**src/rtl/mixer_pkg.sv**
```systemverilog
// Shared types and helpers for the sprite layer mixer.
// Life states, colour extraction from the flat layer bus.
package mixer_pkg;

   typedef enum logic [1:0] {
      ALIVE = 2'd0,
      DYING = 2'd1,
      DEAD  = 2'd2
   } life_state_t;

   localparam int COLRW_DEF  = 12;
   localparam int CHANW      = COLRW_DEF / 3;
   localparam int MAX_LAYERS = 16;
   localparam int MAX_COLRW  = 48;
   // One spare colour slot so the widest slice never runs off the end.
   localparam int BUSW = (MAX_LAYERS + 1) * MAX_COLRW;

   function automatic int chan_w(input int colrw);
      return colrw / 3;
   endfunction

   function automatic logic [MAX_COLRW-1:0] get_layer_colr(
      input logic [BUSW-1:0] bus,
      input int              idx,
      input int              colrw
   );
      return bus[idx*colrw +: MAX_COLRW];
   endfunction

endpackage

```
**src/rtl/layer_prio_sel.sv**
```systemverilog
// Priority encoder and colour mux across sprite layers.
// Lowest-index visible layer wins, background otherwise.
module layer_prio_sel
   import mixer_pkg::*;
#(
   parameter int LAYERS = 8,
   parameter int COLRW  = 12
) (
   input  logic [LAYERS-1:0]       v_i,
   input  logic [LAYERS*COLRW-1:0] colr_i,
   input  logic [COLRW-1:0]        bg_i,
   output logic [COLRW-1:0]        colr_o
);

   logic [BUSW-1:0] bus;

   assign bus = BUSW'(colr_i);

   // Walk from lowest priority up so layer 0 overrides last.
   always_comb begin
      colr_o = bg_i;
      for (int i = LAYERS - 1; i >= 0; i--) begin
         if (v_i[i]) begin
            colr_o = COLRW'(get_layer_colr(bus, i, COLRW));
         end
      end
   end

endmodule

```
**src/rtl/sprite_layer_mixer.sv**
```systemverilog
// N-layer sprite compositor with player collision tracking.
// Two-stage pixel pipeline plus ALIVE/DYING/DEAD life FSM.
module sprite_layer_mixer
   import mixer_pkg::*;
#(
   parameter int LAYERS       = 8,
   parameter int COLRW        = 12,
   parameter int PLAYER       = 0,
   parameter int DEATH_FRAMES = 60,
   parameter int HITW         = 8
) (
   input  logic                    clk_pix,
   input  logic                    rst_pix_n,
   input  logic                    de,
   input  logic                    frame,
   input  logic [LAYERS-1:0]       layer_en,
   input  logic [LAYERS-1:0]       layer_drawing,
   input  logic [LAYERS*COLRW-1:0] layer_colr,
   input  logic [COLRW-1:0]        bg_colr,
   input  logic                    restart,
   output logic [COLRW-1:0]        pix_colr,
   output logic                    pix_de,
   output logic [LAYERS-1:0]       coll_live,
   output logic [LAYERS-1:0]       coll_frame,
   output logic                    hit,
   output logic [HITW-1:0]         hit_cnt,
   output logic [1:0]              state
);

   localparam int CNTW = $clog2(DEATH_FRAMES + 1);

   logic [LAYERS-1:0]       v_q;
   logic [LAYERS*COLRW-1:0] colr_q;
   logic [COLRW-1:0]        bg_q;
   logic                    de_q;

   logic [COLRW-1:0]        sel_colr;
   logic [LAYERS-1:0]       coll_d;

   logic [COLRW-1:0]        pix_colr_q;
   logic                    pix_de_q;
   logic [LAYERS-1:0]       coll_live_q;
   logic [LAYERS-1:0]       acc_q;
   logic [LAYERS-1:0]       coll_frame_q;

   life_state_t             state_q, state_d;
   logic [CNTW-1:0]         cnt_q, cnt_d;
   logic                    hit_q, hit_d;
   logic [HITW-1:0]         hit_cnt_q, hit_cnt_d;

   // Stage 1: mask drawing flags and register colours alongside.
   always_ff @(posedge clk_pix or negedge rst_pix_n) begin
      if (!rst_pix_n) begin
         v_q    <= '0;
         colr_q <= '0;
         bg_q   <= '0;
         de_q   <= 1'b0;
      end else begin
         v_q    <= layer_drawing & layer_en;
         colr_q <= layer_colr;
         bg_q   <= bg_colr;
         de_q   <= de;
      end
   end

   layer_prio_sel #(
      .LAYERS (LAYERS),
      .COLRW  (COLRW)
   ) u_sel (
      .v_i    (v_q),
      .colr_i (colr_q),
      .bg_i   (bg_q),
      .colr_o (sel_colr)
   );

   // Overlap with the player; the player never collides with itself.
   always_comb begin
      coll_d         = v_q & {LAYERS{v_q[PLAYER] & de_q}};
      coll_d[PLAYER] = 1'b0;
   end

   // Stage 2: painted pixel and live collision mask.
   always_ff @(posedge clk_pix or negedge rst_pix_n) begin
      if (!rst_pix_n) begin
         pix_colr_q  <= '0;
         pix_de_q    <= 1'b0;
         coll_live_q <= '0;
      end else begin
         pix_colr_q  <= de_q ? sel_colr : '0;
         pix_de_q    <= de_q;
         coll_live_q <= coll_d;
      end
   end

   // Per-frame collision accumulation; the frame cycle closes the frame.
   always_ff @(posedge clk_pix or negedge rst_pix_n) begin
      if (!rst_pix_n) begin
         acc_q        <= '0;
         coll_frame_q <= '0;
      end else if (frame) begin
         acc_q        <= '0;
         coll_frame_q <= acc_q | coll_live_q;
      end else begin
         acc_q        <= acc_q | coll_live_q;
      end
   end

   // Life FSM state register.
   always_ff @(posedge clk_pix or negedge rst_pix_n) begin
      if (!rst_pix_n) begin
         state_q   <= ALIVE;
         cnt_q     <= '0;
         hit_q     <= 1'b0;
         hit_cnt_q <= '0;
      end else begin
         state_q   <= state_d;
         cnt_q     <= cnt_d;
         hit_q     <= hit_d;
         hit_cnt_q <= hit_cnt_d;
      end
   end

   // Life FSM next state; restart overrides everything.
   always_comb begin
      state_d   = state_q;
      cnt_d     = cnt_q;
      hit_d     = 1'b0;
      hit_cnt_d = hit_cnt_q;
      if (restart) begin
         state_d = ALIVE;
         cnt_d   = '0;
      end else begin
         unique case (state_q)
            ALIVE: begin
               if (|coll_live_q) begin
                  state_d = DYING;
                  hit_d   = 1'b1;
                  cnt_d   = CNTW'(DEATH_FRAMES);
                  if (hit_cnt_q != '1) begin
                     hit_cnt_d = hit_cnt_q + 1'b1;
                  end
               end
            end
            DYING: begin
               if (frame) begin
                  cnt_d = cnt_q - 1'b1;
                  if (cnt_q == CNTW'(1)) begin
                     state_d = DEAD;
                  end
               end
            end
            DEAD: begin
               state_d = DEAD;
            end
            default: begin
               state_d = ALIVE;
            end
         endcase
      end
   end

   assign pix_colr   = pix_colr_q;
   assign pix_de     = pix_de_q;
   assign coll_live  = coll_live_q;
   assign coll_frame = coll_frame_q;
   assign hit        = hit_q;
   assign hit_cnt    = hit_cnt_q;
   assign state      = state_q;

endmodule

```
**config.mk**
```make
export PLATFORM = sky130hd
export DESIGN_NAME = sprite_layer_mixer
export DESIGN_NICKNAME = d
export VERILOG_FILES = /design/src/rtl/mixer_pkg.sv /design/src/rtl/layer_prio_sel.sv /design/src/rtl/sprite_layer_mixer.sv
export SDC_FILE = /design/constraint.sdc
export NUM_CORES = 1
export LEC_CHECK = 0
export ABC_AREA = 0
export ABC_CLOCK_PERIOD_IN_PS = 2900
export CAP_MARGIN = 20
export CELL_PAD_IN_SITES_DETAIL_PLACEMENT = 2
export CELL_PAD_IN_SITES_GLOBAL_PLACEMENT = 2
export CORE_MARGIN = 2
export CORE_UTILIZATION = 33
export CTS_CLUSTER_DIAMETER = 80
export DETAILED_ROUTE_END_ITERATION = 8
export PLACE_DENSITY = 0.83
export SETUP_SLACK_MARGIN = 0.1
export SYNTH_ARGS = -nofsm -noshare
export SYNTH_HDL_FRONTEND = slang
export SYNTH_SLANG_ARGS = --single-unit
```
**constraint.sdc**
```tcl
create_clock -name clk_pix -period 2.9 [get_ports clk_pix]
set_input_delay 0.87 -clock clk_pix [delete_from_list [all_inputs] [get_ports clk_pix]]
set_output_delay 0.87 -clock clk_pix [all_outputs]
set_load 0.05 [all_outputs]
```
==> results.txt <==
The number of nets with antenna violations after routing came out at 0. Yosys instantiated no cell more often than sky130_fd_sc_hd__dfrtp_1. Measured along the x axis, the die boundary spans 137 um. By count the netlist is led by sky130_fd_sc_hd__dfrtp_1, sky130_fd_sc_hd__nor2_1, sky130_fd_sc_hd__o21ai_0. The netlist uses 46 different library cells. The net switching component of the power is 1.67 mW.

The cell family contributing the most delay on the critical path is buffers and inverters. The critical path arrival is 1.73 ns. The end-of-flow core utilization came out at 0.482. The post-cts sizing count is 0. Setup repair after global routing left no endpoint under its margin. Internal power comes to 4.18 mW. The sum of buffers and inverters on the critical path came out at 1. The final count of pins violating max slew came out at 0.

Summing internal, switching and leakage power gives 5.86 mW. At the end of the flow, the number of nets in the layout was 727. The minimum period implied by the final worst setup slack came out at 2.60 ns. The number of core rows came out at 48. The count of unresolved DRC violations after routing is 0. The total wire length came out at 21.2 mm. Of the synthesized area, sequential elements account for 0.720.

The die boundary height is 137 um. The global-route usage over all layers is 0.241. The count of flip-flops with a built-in enable after synthesis came out at 0. In this run the worst setup path begins at hit_cnt[0]. The leakage power of the design is 3.55 nW. The netlist area before placement is 5840 um2.

The number of primary I/O pins is 169. The number of buffers inserted for hold repair after clock tree synthesis came out at 0. The detailed placer's ending HPWL is 14.1 mm. The largest total area in the synthesized netlist belongs to sky130_fd_sc_hd__dfrtp_1. The clock reaches the later pin of the worst-skew pair after 0.43 ns. The worst-case vdd ir drop is 0.467 mV.

The largest individual stage delay along the critical path comes from the cell sky130_fd_sc_hd__clkdlybuf4s50_1. Once placement completed, the tool counted placed cells totaling 799. The transition at the pin with the smallest max-transition slack came out at 1.03 ns. The type of the worst setup path is reg2out. The final standard cell count with taps included and fillers excluded came out at 832. The area of the core came out at 17300 um2. The power per unit of standard cell area came out at 702 nW/um2. The total number of yosys warnings is 0.

The number of iterations in the first detailed-routing pass came out at 4. The clock network fraction of total power is 0.397. The worst-case register-to-register setup slack is 0.57 ns. Once the clock tree was built, the setup fixing pass inserted 0 buffers. In the final routed layout, each cell accounts on average for 25.4 um. The TritonCTS clock tree is done.

Final hold analysis gives a worst-case slack of 0.350 ns. The share of cells above drive strength 1 came out at 0.0710. The worst clock skew on the final layout came out at 0.0123 ns. The maximum clock insertion buffer count is 2.

The area growth from synthesis to layout is 42.9%. Sorting the synthesized cells by area gives the leading types as sky130_fd_sc_hd__dfrtp_1, sky130_fd_sc_hd__o21ai_0, sky130_fd_sc_hd__mux2i_1. The share of synthesized area in the top cell type comes to 0.720. The die area came out at 18800 um2. The share of power burned in registers came out at 0.448. The initial utilization of the core area, before any placement, comes to 0.338.

The number of clock sinks is 168. The final number of setup-violating endpoints is 0. The count of buffers added on input and output ports is 166. The share of the clock period used by the worst path came out at 0.898. The leftover overflow at the end of global routing came out at 0. The synthesized design contains 168 register bits. The remaining max-slew budget at the tightest pin is 0.310. The class of the worst hold path is in2async. Walking the worst path, the cells encountered are clkdlybuf4s50_1. Static timing analysis puts the maximum clock frequency at 384 MHz. The count of maximum capacitance violations is 0.

The dominant register cell in the synthesized netlist is sky130_fd_sc_hd__dfrtp_1. The total negative slack for setup checks came out at 0 ns. The final hold violation count is 0. The DRC marker count from the first detailed-route iteration came out at 229. The switching portion of total power came out at 0.285.

The worst register-to-register path ends at pix_colr[0]. The category of the worst setup path capture point is a primary output. The number of global-route vias before repair is 5157. The share of synthesized flip-flops with an asynchronous set or reset is 1.00.

The cell count after synthesis came out at 424. Clock tree synthesis selected as its root buffer the cell sky130_fd_sc_hd__clkbuf_16. The share of total power dissipated in combinational logic is 0.155. The startpoint class of the critical path is a flip-flop. The number of buffers added by the clock tree synthesis step is 17. The first global-routing pass estimated 32.3 mm of wire. Routability-driven placement finished with a final weighted congestion of 0.819. The logic depth of the worst register-to-register path came out at 4. The number of antenna violations at the first check in global routing was 5. In this design, the stage delay of the slowest critical-path cell is 0.87 ns. Of all nets on the critical path, the largest fanout is 4. Averaged over all synthesized cells, the footprint is 13.8 um2. The run finished with clean final reports.

The startpoint of the most critical register-to-register path is v_q[2]. Detailed routing inserted a total of 4281 vias. The H-tree depth is 4. STA puts the critical path data required time at 2.03 ns.

The clock-pin slew on the worst setup and hold paths came out at 0.07 ns. In the routed layout, each cell is associated on average with a via count of 5.15. The pin count of the biggest net entering global routing is 69.
-- worst reg2reg max path, stage by stage, from the launching register on --
cell and delay [ns]:
sky130_fd_sc_hd__dfrtp_1 0.64, sky130_fd_sc_hd__nor2_1 0.70, sky130_fd_sc_hd__o21ai_0 0.31, sky130_fd_sc_hd__a211o_1 0.32
sky130_fd_sc_hd__a31oi_1 0.25
-- flip-flops by register name, summed over array words and instances (netlist names) --
| name | count |
|---|---|
| acc_q | 7 |
| coll_frame | 7 |
| hit | 1 |
| pix_de | 1 |
| hit_cnt | 8 |
| colr_q | 96 |
| state | 2 |
| de_q | 1 |
| coll_live | 7 |
| v_q | 8 |
| cnt_q | 6 |
| pix_colr | 12 |
| bg_q | 12 |
-- cell type report --
| cell class | instances | area, um2 |
|---|---|---|
| fillers | 1644 | 8960 |
| inverters | 11 | 41.3 |
| clock buffers | 20 | 447 |
| diodes | 1 | 2.50 |
| well taps | 225 | 282 |
| multi-input cells | 224 | 1490 |
| clock inverters | 12 | 145 |
| repair buffers | 171 | 1730 |
| flip-flops and latches | 168 | 4200 |
-- layer usage --
layer,vias up,GRT usage,part of all wire
met5,-,0,0.00076
met1,2239,0.266,0.38
li1,1863,-,-
met3,27,0.0785,0.058
met2,150,0.440,0.55
met4,2,0.0682,0.014
-- power groups by stage --
stage | Combinational (mW) | Clock (mW) | Sequential, mW
3_3_place_gp | 0.853 | 0 | 2.64
2_1_floorplan | 0.246 | 0 | 2.81
5_1_grt | 0.972 | 2.45 | 2.64
3_5_place_dp | 0.897 | 0 | 2.66
4_1_cts | 0.922 | 2.36 | 2.62
6_report | 0.910 | 2.32 | 2.62
-- per-stage QoR --
step	cell area (um2)	setup WS [ns]
finish	8340	0.296
global route	8340	0.206
floorplan	5840	0.803
detailed placement	7750	0.408
CTS	8340	0.253
global placement	7750	0.444
-- cell usage in the layout, fill, tap and decap left out, types with 2 or more instances in the layout --
| master | instances |
|---|---|
| sky130_fd_sc_hd__inv_1 | 11 |
| sky130_fd_sc_hd__a21oi_1 | 17 |
| sky130_fd_sc_hd__bufinv_16 | 2 |
| sky130_fd_sc_hd__dfrtp_1 | 168 |
| sky130_fd_sc_hd__nand3_1 | 4 |
| sky130_fd_sc_hd__a31oi_1 | 14 |
| sky130_fd_sc_hd__mux2_2 | 2 |
| sky130_fd_sc_hd__o22ai_1 | 11 |
| sky130_fd_sc_hd__nand2_1 | 10 |
| sky130_fd_sc_hd__a311oi_1 | 3 |
| sky130_fd_sc_hd__clkbuf_1 | 2 |
| sky130_fd_sc_hd__buf_12 | 2 |
| sky130_fd_sc_hd__buf_4 | 3 |
| sky130_fd_sc_hd__nor3b_1 | 3 |
| sky130_fd_sc_hd__ha_1 | 5 |
| sky130_fd_sc_hd__nor2_1 | 30 |
| sky130_fd_sc_hd__mux2i_1 | 13 |
| sky130_fd_sc_hd__a221o_1 | 11 |
| sky130_fd_sc_hd__xor2_1 | 2 |
| sky130_fd_sc_hd__o21ai_0 | 29 |
| sky130_fd_sc_hd__o221ai_1 | 11 |
| sky130_fd_sc_hd__nor3_1 | 5 |
| sky130_fd_sc_hd__nor2b_1 | 2 |
| sky130_fd_sc_hd__nand3b_1 | 3 |
| sky130_fd_sc_hd__a211o_1 | 12 |
| sky130_fd_sc_hd__clkbuf_16 | 17 |
| sky130_fd_sc_hd__and2_1 | 9 |
| sky130_fd_sc_hd__conb_1 | 2 |
| sky130_fd_sc_hd__clkdlybuf4s50_1 | 165 |
| sky130_fd_sc_hd__nand2b_1 | 2 |
| sky130_fd_sc_hd__clkinv_4 | 6 |
| sky130_fd_sc_hd__and3_1 | 8 |
-- kinds of logic after synthesis --
| kind of cell | Yosys count | share of synthesized area |
|---|---|---|
| adder cells (fa/ha/maj) | 5 | 0.0107 |
| buffers and inverters | 33 | 0.0246 |
| multiplexers | 16 | 0.0287 |
| XOR/XNOR | 2 | 0.00300 |
| other | 1 | 0.000642 |
| AND/OR/NAND/NOR | 84 | 0.0772 |
| AO/OA/AOI/OAI | 115 | 0.135 |
| flip-flops | 168 | 0.720 |
-- worst max path at each step --
stage              endpoint  slack (ns)  cells past startpoint
3_3_place_gp     hit_cnt[7]        0.44                      5
5_1_grt          hit_cnt[5]        0.21                      1
2_1_floorplan    hit_cnt[7]        0.80                      5
6_report         hit_cnt[0]        0.30                      1
4_1_cts        coll_live[3]        0.25                      1
3_5_place_dp       state[1]        0.41                      5
Note: power is estimated with default switching activity, not from simulation.
